### src/rtl/uart_pkg.sv
// Shared UART definitions: FSM encoding, size limits and the parity helper
// used by the transmit engine (and later by the receiver).
package uart_pkg;

  localparam int UART_DATA_W_MAX = 9;
  localparam int UART_OVS_MAX    = 16;
  localparam int UART_TICK_W     = $clog2(UART_OVS_MAX);
  localparam int UART_BIT_W      = $clog2(UART_DATA_W_MAX);

  typedef enum logic [2:0] {
    ST_IDLE   = 3'd0,
    ST_START  = 3'd1,
    ST_DATA   = 3'd2,
    ST_PARITY = 3'd3,
    ST_STOP   = 3'd4
  } uart_state_e;

  // Even parity when odd==0; narrower words are zero-extended by the caller.
  function automatic logic uart_parity(input logic [UART_DATA_W_MAX-1:0] data,
                                       input logic odd);
    return (^data) ^ odd;
  endfunction

endpackage

### src/rtl/uart_bit_timer.sv
// Oversampling tick counter: counts baud strobes modulo OVS and flags the
// strobe that closes a bit period. Shared between transmitter and receiver.
module uart_bit_timer
  import uart_pkg::*;
#(
  parameter int OVS = 16
) (
  input  logic clk,
  input  logic rst_n,
  input  logic clr_i,
  input  logic bclk_i,
  output logic bit_end_o
);

  logic [UART_TICK_W-1:0] tick_q;
  logic [UART_TICK_W-1:0] tick_d;
  logic                   last_s;

  assign last_s    = (tick_q == UART_TICK_W'(OVS - 1));
  assign bit_end_o = bclk_i && !clr_i && last_s;

  // Next tick: clear has priority, wrap at the bit boundary.
  always_comb begin
    tick_d = tick_q;
    if (clr_i) begin
      tick_d = '0;
    end else if (bclk_i) begin
      tick_d = last_s ? '0 : tick_q + UART_TICK_W'(1);
    end else begin
      tick_d = tick_q;
    end
  end

  // Tick register.
  always_ff @(posedge clk) begin
    if (!rst_n) begin
      tick_q <= '0;
    end else begin
      tick_q <= tick_d;
    end
  end

endmodule

### src/rtl/uart_tx_frame.sv
// UART transmit engine: one-entry holding register, shift register, frame FSM
// and registered TXD. Back-to-back words load at the final stop boundary.
module uart_tx_frame
  import uart_pkg::*;
#(
  parameter int DATA_W = 8,
  parameter int OVS    = 16
) (
  input  logic              clk,
  input  logic              rst_n,
  input  logic              bclk,
  input  logic              tx_en,
  input  logic              s_valid,
  output logic              s_ready,
  input  logic [DATA_W-1:0] s_data,
  input  logic              cfg_par_en,
  input  logic              cfg_par_odd,
  input  logic              cfg_stop2,
  output logic              tx_data,
  output logic              busy,
  output logic              done
);

  uart_state_e           state_q, state_d;
  logic [DATA_W-1:0]     hold_q, hold_d;
  logic [DATA_W-1:0]     shift_q, shift_d;
  logic                  hold_full_q, hold_full_d;
  logic [UART_BIT_W-1:0] bit_cnt_q, bit_cnt_d;
  logic                  stop_cnt_q, stop_cnt_d;
  logic                  par_en_q, par_en_d;
  logic                  par_q, par_d;
  logic                  stop2_q, stop2_d;
  logic                  tx_q, tx_d;
  logic                  done_q, done_d;
  logic                  bit_end_s;
  logic                  timer_clr_s;
  logic                  accept_s;
  logic                  final_stop_s;
  logic                  load_s;

  // Timer is held at zero in IDLE so the load strobe itself is not counted.
  assign timer_clr_s = (state_q == ST_IDLE);

  uart_bit_timer #(.OVS(OVS)) u_bit_timer (
    .clk       (clk),
    .rst_n     (rst_n),
    .clr_i     (timer_clr_s),
    .bclk_i    (bclk),
    .bit_end_o (bit_end_s)
  );

  assign accept_s     = s_valid && !hold_full_q;
  assign final_stop_s = (state_q == ST_STOP) && bit_end_s && (!stop2_q || stop_cnt_q);
  assign load_s       = bclk && hold_full_q && tx_en && ((state_q == ST_IDLE) || final_stop_s);

  // Next-state, datapath and output-register logic.
  always_comb begin
    state_d     = state_q;
    hold_d      = hold_q;
    hold_full_d = hold_full_q;
    shift_d     = shift_q;
    bit_cnt_d   = bit_cnt_q;
    stop_cnt_d  = stop_cnt_q;
    par_en_d    = par_en_q;
    par_d       = par_q;
    stop2_d     = stop2_q;
    tx_d        = tx_q;
    done_d      = 1'b0;

    if (load_s) begin
      hold_full_d = 1'b0;
    end else if (accept_s) begin
      hold_full_d = 1'b1;
      hold_d      = s_data;
    end else begin
      hold_full_d = hold_full_q;
    end

    case (state_q)
      ST_IDLE: begin
        tx_d = 1'b1;
      end
      ST_START: begin
        if (bit_end_s) begin
          state_d   = ST_DATA;
          bit_cnt_d = '0;
          tx_d      = shift_q[0];
        end else begin
          state_d = ST_START;
        end
      end
      ST_DATA: begin
        if (bit_end_s) begin
          if (bit_cnt_q == UART_BIT_W'(DATA_W - 1)) begin
            if (par_en_q) begin
              state_d = ST_PARITY;
              tx_d    = par_q;
            end else begin
              state_d    = ST_STOP;
              stop_cnt_d = 1'b0;
              tx_d       = 1'b1;
            end
          end else begin
            bit_cnt_d = bit_cnt_q + UART_BIT_W'(1);
            shift_d   = shift_q >> 1;
            tx_d      = shift_q[1];
          end
        end else begin
          state_d = ST_DATA;
        end
      end
      ST_PARITY: begin
        if (bit_end_s) begin
          state_d    = ST_STOP;
          stop_cnt_d = 1'b0;
          tx_d       = 1'b1;
        end else begin
          state_d = ST_PARITY;
        end
      end
      ST_STOP: begin
        if (final_stop_s) begin
          state_d = ST_IDLE;
          done_d  = 1'b1;
          tx_d    = 1'b1;
        end else if (bit_end_s) begin
          stop_cnt_d = 1'b1;
        end else begin
          state_d = ST_STOP;
        end
      end
      default: begin
        state_d = ST_IDLE;
        tx_d    = 1'b1;
      end
    endcase

    // A load overrides the end-of-frame return to IDLE (zero-gap restart).
    if (load_s) begin
      state_d  = ST_START;
      shift_d  = hold_q;
      par_en_d = cfg_par_en;
      par_d    = uart_parity(UART_DATA_W_MAX'(hold_q), cfg_par_odd);
      stop2_d  = cfg_stop2;
      tx_d     = 1'b0;
    end else begin
      par_en_d = par_en_q;
    end
  end

  // State and datapath registers.
  always_ff @(posedge clk) begin
    if (!rst_n) begin
      state_q     <= ST_IDLE;
      hold_q      <= '0;
      hold_full_q <= 1'b0;
      shift_q     <= '0;
      bit_cnt_q   <= '0;
      stop_cnt_q  <= 1'b0;
      par_en_q    <= 1'b0;
      par_q       <= 1'b0;
      stop2_q     <= 1'b0;
      tx_q        <= 1'b1;
      done_q      <= 1'b0;
    end else begin
      state_q     <= state_d;
      hold_q      <= hold_d;
      hold_full_q <= hold_full_d;
      shift_q     <= shift_d;
      bit_cnt_q   <= bit_cnt_d;
      stop_cnt_q  <= stop_cnt_d;
      par_en_q    <= par_en_d;
      par_q       <= par_d;
      stop2_q     <= stop2_d;
      tx_q        <= tx_d;
      done_q      <= done_d;
    end
  end

  assign tx_data = tx_q;
  assign done    = done_q;
  assign busy    = (state_q != ST_IDLE);
  assign s_ready = !hold_full_q;

endmodule

### config.mk
export PLATFORM = sky130hd
export DESIGN_NAME = uart_tx_frame
export DESIGN_NICKNAME = d
export VERILOG_FILES = /design/src/rtl/uart_pkg.sv /design/src/rtl/uart_bit_timer.sv /design/src/rtl/uart_tx_frame.sv
export SDC_FILE = /design/constraint.sdc
export NUM_CORES = 1
export LEC_CHECK = 0
export BUFFER_PORTS_ARGS = -buffer_cell sky130_fd_sc_hd__buf_4
export CAP_MARGIN = 20
export CORE_ASPECT_RATIO = 1.4
export CORE_UTILIZATION = 35
export DETAILED_ROUTE_END_ITERATION = 7
export PLACE_DENSITY = 0.64
export SLEW_MARGIN = 20
export SYNTH_ARGS = -nofsm -noshare
export SYNTH_HDL_FRONTEND = slang
export SYNTH_SLANG_ARGS = --single-unit
### constraint.sdc
create_clock -name clk -period 1.4 [get_ports clk]
set_input_delay 0.14 -clock clk [delete_from_list [all_inputs] [get_ports clk]]
set_output_delay 0.14 -clock clk [all_outputs]
set_load 0.005 [all_outputs]
After elaboration in Yosys (flattened, before gate mapping):

Cells that the tools add are included.

* bitwise operators: 4
* add/subtract/negate cells: 2
* eq/ne operators: 24
* reductions and logical operators: 30
* muxes and demuxes: 33

Operators by type and width (number)
* $mux W8: 4
* $ne A2 B2 Y1 const B: 10
* $mux W3: 6
* $ne A3 B3 Y1 const B: 6
* $mux W4: 4
* $pmux W3 S5: 1
* $mux W1: 14
* $reduce_and A3 Y1: 3
* $reduce_xor A9 Y1: 1
* $add A4 B1 Y4 const B: 2
* $logic_and A1 B1 Y1: 8
* $ne A4 B4 Y1 const B: 2
* $pmux W4 S2: 1
* $reduce_and A4 Y1: 2
* $reduce_and A7 Y1: 1
* $eq A3 B2 Y1 const B: 2
* $reduce_bool A2 Y1: 3
* $reduce_bool A3 Y1: 2
* $eq A4 B3 Y1 const B: 1
* $eq A4 B4 Y1 const B: 1
* $pmux W1 S4: 1
* $reduce_and A2 Y1: 2
* $reduce_or A2 Y1: 2
* $eq A3 B1 Y1 const B: 1
* other kinds (8): 13

* word-level logic and storage cells: 106
* bits of input ports: 16
* output and inout port bits: 4
* register bits: 34

Logic depth before layout (Yosys ltp):

* depth after elaboration: 10
* depth in mapped cells: 7
* mapped depth without buffers: 5

Cells and area by module:

From an unflattened synthesis, not the netlist that was laid out.

* cell total of the unflattened synthesis: 179
* area, all modules: 1626.6 um^2

By module, submodules not included
* uart_tx_frame: times used 1, seq. area each 600.6 um^2, area each 1447.6 um^2, cells an instance 160
* uart_bit_timer: times used 1, seq. area each 80.1 um^2, area each 178.9 um^2, cells an instance 19

Worst setup path after synthesis:

OpenSTA, ideal clock, no wires.

* kind: reg2reg
* from: register u_bit_timer.tick_q[0]
* to: register shift_q[0]
* path slack: -0.142 ns
* stages on the path, launching flop included: 8
* setup time: 0.091 ns
* data arrival time: 1.451 ns
* data required time: 1.309 ns
* cell sequence: dfxtp_1 -> ha_1 -> and4_4 -> buf_6 -> a21oi_1 -> buf_2 -> nor3_1 -> a311oi_1

* cells in the longest elaborated chain, start to end: 8
* elaborated cells between the ends (all ways): 11
* those cells by class: eq/ne (2); mux (1); reduce/logical (8)

RTL lines
* start, declared: line uart_bit_timer.sv:15 `logic [UART_TICK_W-1:0] tick_q;`
* start signal, assigned: line uart_bit_timer.sv:39 `tick_q <= tick_d;`
* $eq A4 B4 Y1 (*): line uart_bit_timer.sv:19 `assign last_s = (tick_q == UART_TICK_W'(OVS - 1));`
* $logic_and A1 B1 Y1 (*): line uart_bit_timer.sv:20 `assign bit_end_o = bclk_i && !clr_i && last_s;`
* $logic_and A1 B1 Y1 (2 in a row): line uart_tx_frame.sv:53 `assign final_stop_s = (state_q == ST_STOP) && bit_end_s && (!stop2_q || stop_cnt_q);`
* $logic_or A1 B1 Y1: line uart_tx_frame.sv:54 `assign load_s = bclk && hold_full_q && tx_en && ((state_q == ST_IDLE) || final_stop_s);`
* $logic_and A1 B1 Y1: line uart_tx_frame.sv:54
* $ne A2 B2 Y1 (no line) or $reduce_bool A2 Y1 (tied branches)
* $reduce_and A3 Y1 (no line)
* end signal, assigned: line uart_tx_frame.sv:169 `shift_q <= shift_d;`
* end, declared: line uart_tx_frame.sv:26 `logic [DATA_W-1:0] shift_q, shift_d;`

Mark *: on every way between the ends. The rest lies on a longest branch, timed or not.
A chain may end at the register's enable or synchronous reset.

Worst setup path in the final report:

* from: register u_bit_timer.tick_q[1]
* to: register bit_cnt_q[2]

* cells in the longest elaborated chain, start to end: 4
* elaborated cells between the ends (all ways): 5
* those cells by class: eq/ne (3); reduce/logical (2)

RTL lines
* $eq A4 B4 Y1 (*): line uart_bit_timer.sv:19
* $logic_and A1 B1 Y1 (*): line uart_bit_timer.sv:20
* $ne A2 B2 Y1 (no line)
* $reduce_and A4 Y1 (no line) (*)
* end signal, assigned: line uart_tx_frame.sv:170 `bit_cnt_q <= bit_cnt_d;`
* end, declared: line uart_tx_frame.sv:28 `logic [UART_BIT_W-1:0] bit_cnt_q, bit_cnt_d;`

Marked as above.

==> impl_metrics.json <==
{
  "synth_compound_area_share_pct": 20.0,
  "synthAdderAreaFrac_pct": 1.44,
  "slowest_delay_ps": 480,
  "cts_max_level": 2,
  "fin_worst_skew_ps": 4.79,
  "maxSlewViolCount": 0,
  "worst_path_max_delay_cell": "or4_4",
  "dp_hpwl_um": 3290,
  "setup_viol": 15,
  "crit_type": "reg2reg",
  "worstMarginPinSlew_ps": 261,
  "required_ps": 1630,
  "grt_setup_unrepaired": "yes",
  "start_kind": "flip-flop",
  "grt_max_degree": 12,
  "synth_enable_flop_cells": 0,
  "via_per_inst": 5.41,
  "crit_start": "u_bit_timer.tick_q[1]",
  "core_area_um2": 4640,
  "layout_common_cells": "59 x buf_4, 27 x dfxtp_1, 17 x nor2_1",
  "grt_pass1_vias": 1661,
  "muxShareOfSynthArea_pct": 5.84,
  "fin_ws_ps": -89.2,
  "post-place-ws_ps": -117,
  "diodes": 0,
  "synthFlopType": "dfxtp_1",
  "gp_congestion": 0.885,
  "synth.distinct_cells": 49,
  "rrSetupSlack_ps": -90,
  "overflow": 0,
  "period_share_pct": 106,
  "synth-simple-area-share_pct": 20.9,
  "cts_tree": "yes",
  "grt_usage_pct": 19.8,
  "path_cells": "ha_4 > and4_4 > nand2_4 > or4_4 > a21oi_2",
  "fmax_mhz": 672,
  "initial_core_util_pct": 37.4,
  "die-area_um2": 5250,
  "synth_xor_area_share_pct": 6.13,
  "routed_wl_um": 4730,
  "drtIter0Drc": 52,
  "ys_async_sr_fraction_pct": 0,
  "reg2reg_to": "bit_cnt_q[2]",
  "p_leak_nw": 0.997,
  "avgSynthCellArea_um2": 8.81,
  "synth-seq-cells": 34,
  "synth_top_family_by_area": "simple AND/OR/NAND/NOR gates",
  "syn_to_final_growth_pct": 45.9,
  "fin_setup_tns_ps": -515,
  "worstSetupEndpoint": "bit_cnt_q[2]",
  "drive_gt1_share_pct": 44.0,
  "num-nets-final": 274,
  "grt_pass1_wl_um": 7720,
  "io-pin-count": 20,
  "power_density_nw_per_um2": 799,
  "power_mw": 2.02,
  "cts_buffer_depth": 2,
  "violations": "negative setup slack",
  "placement.io_buffers": 19,
  "hold_viol": 0,
  "maxCapViolations": 0,
  "routed-via-count": 1725,
  "insertion_delay_ps": 290,
  "dieHeight_um": 85.3,
  "slew_headroom_pct": 82.6,
  "r2r-start": "u_bit_timer.tick_q[1]",
  "fin_crit_ps": 1490,
  "peakVddDrop_mv": 0.776,
  "path_max_fanout": 6,
  "hold_class": "in2reg",
  "clk_pin_slew_ps": 70,
  "dr.pass1.iters": 4,
  "num_rows": 29,
  "wl_per_cell_um": 14.8,
  "syn_nets": 215,
  "antenna_found_initial": 0,
  "synthCells": 197,
  "critical_path_arrival_ps": 1720,
  "die_w_um": 61.5,
  "synth_area_um2": 1740,
  "whs_ps": 84.5,
  "cts_buffers": 5,
  "reg2reg_depth": 5,
  "clockRootBuffer": "clkbuf_8",
  "postRouteAntennaNets": 0,
  "ys_seq_area_share_pct": 39.2,
  "worstSetupEndpointType": "flip-flop",
  "clkSinkCount": 34,
  "status": "finished, violations left",
  "ys_warn_count": 0,
  "drc": 0,
  "final_common_cell": "buf_4"
}
[per-layer routing]
metal  global-route usage, %  routed length, µm  part of all wire, %
met1                    22.7               1850                   39
met2                    32.1               2470                   52
met4                    13.1                222                  4.7
met5                       0                  0                    0
met3                    3.81                185                  3.9
[report_power, final]
part	internal [mW]	leakage (nW)	switching (mW)
Combinational	0.131	0.668	0.110
Sequential	0.991	0.280	0.0230
Clock	0.397	0.0482	0.372
[sequential cells by signal (all words and copies together) (netlist names)]
register / count
stop2_q: 1
hold_full_q: 1
par_q: 1
done: 1
shift_q: 8
bit_cnt_q: 4
stop_cnt_q: 1
hold_q: 8
u_bit_timer.tick_q: 4
state_q: 3
par_en_q: 1
tx_data: 1
[cell type report]
| class | instances | area (µm²) |
|---|---|---|
| Clock buffer | 7 | 86.3 |
| Clock inverter | 1 | 5.00 |
| Fill cell | 467 | 2110 |
| Inverter | 6 | 25.0 |
| Multi-Input combinational cell | 142 | 1110 |
| Sequential cell | 34 | 694 |
| Tap cell | 62 | 77.6 |
| Timing Repair Buffer | 67 | 536 |
[cell usage after synthesis, drive strengths merged, types with 2 or more instances]
cell	count	share of area [%]
a211oi	2	0.86
a21oi	16	4.6
a311oi	2	1.0
a32oi	5	2.5
and4	2	1.2
buf	10	4.1
clkbuf	5	1.1
dfxtp	34	39
ha	2	1.4
inv	6	1.3
mux2i	9	5.2
nand2	14	3.2
nand2b	2	0.72
nand3	7	2.0
nand4	5	1.8
nor2	19	4.1
nor2b	3	1.1
nor3	5	1.4
nor4	2	0.72
o211ai	6	2.6
o21ai	10	2.9
o31ai	2	0.86
or4	2	0.86
xnor2	4	2.0
xnor3	2	2.6
xor2	3	1.5
[cell families after synthesis]
family,count (synthesis)
xor gates and xnor gates,9
buffers and inverters,21
muxes,10
AOI/OAI and AO/OA,52
DFF,34
adders and majority gates,2
and+or+nand+nor,69
[per-stage QoR]
stage,instance area (µm²),util (%),instances
2_1_floorplan,1770,-,197
5_1_grt,2530,54.5,319
3_3_place_gp,2220,47.8,305
4_1_cts,2430,52.3,317
6_report,2530,54.5,319
3_5_place_dp,2220,47.8,305
[worst min-delay path by stage]
stage               from         to  cells past startpoint
2_1_floorplan  s_data[0]  hold_q[0]                      2
3_3_place_gp   s_data[4]  hold_q[4]                      3
3_5_place_dp   s_data[7]  hold_q[7]                      3
4_1_cts        s_data[7]  hold_q[7]                      3
5_1_grt        s_data[3]  hold_q[3]                      3
6_report       s_data[7]  hold_q[7]                      3
[worst max-delay path: cells and delay by family, from the launching register on]
kind                     cells  cell delay [ps]
flip-flops                   1              350
adder cells (fa/ha/maj)      1              140
AND/OR/NAND/NOR              3              830
AO/OA/AOI/OAI                1              120
[timing repair]
action	in CTS	in global routing
hold buffers	0	0
resized for setup	26	27
gates cloned	0	1
endpoints found under the setup margin	19	21
pin swaps	7	7
hold endpoints to repair	0	0
setup buffers	4	1
(Power assumes the default switching activity.)
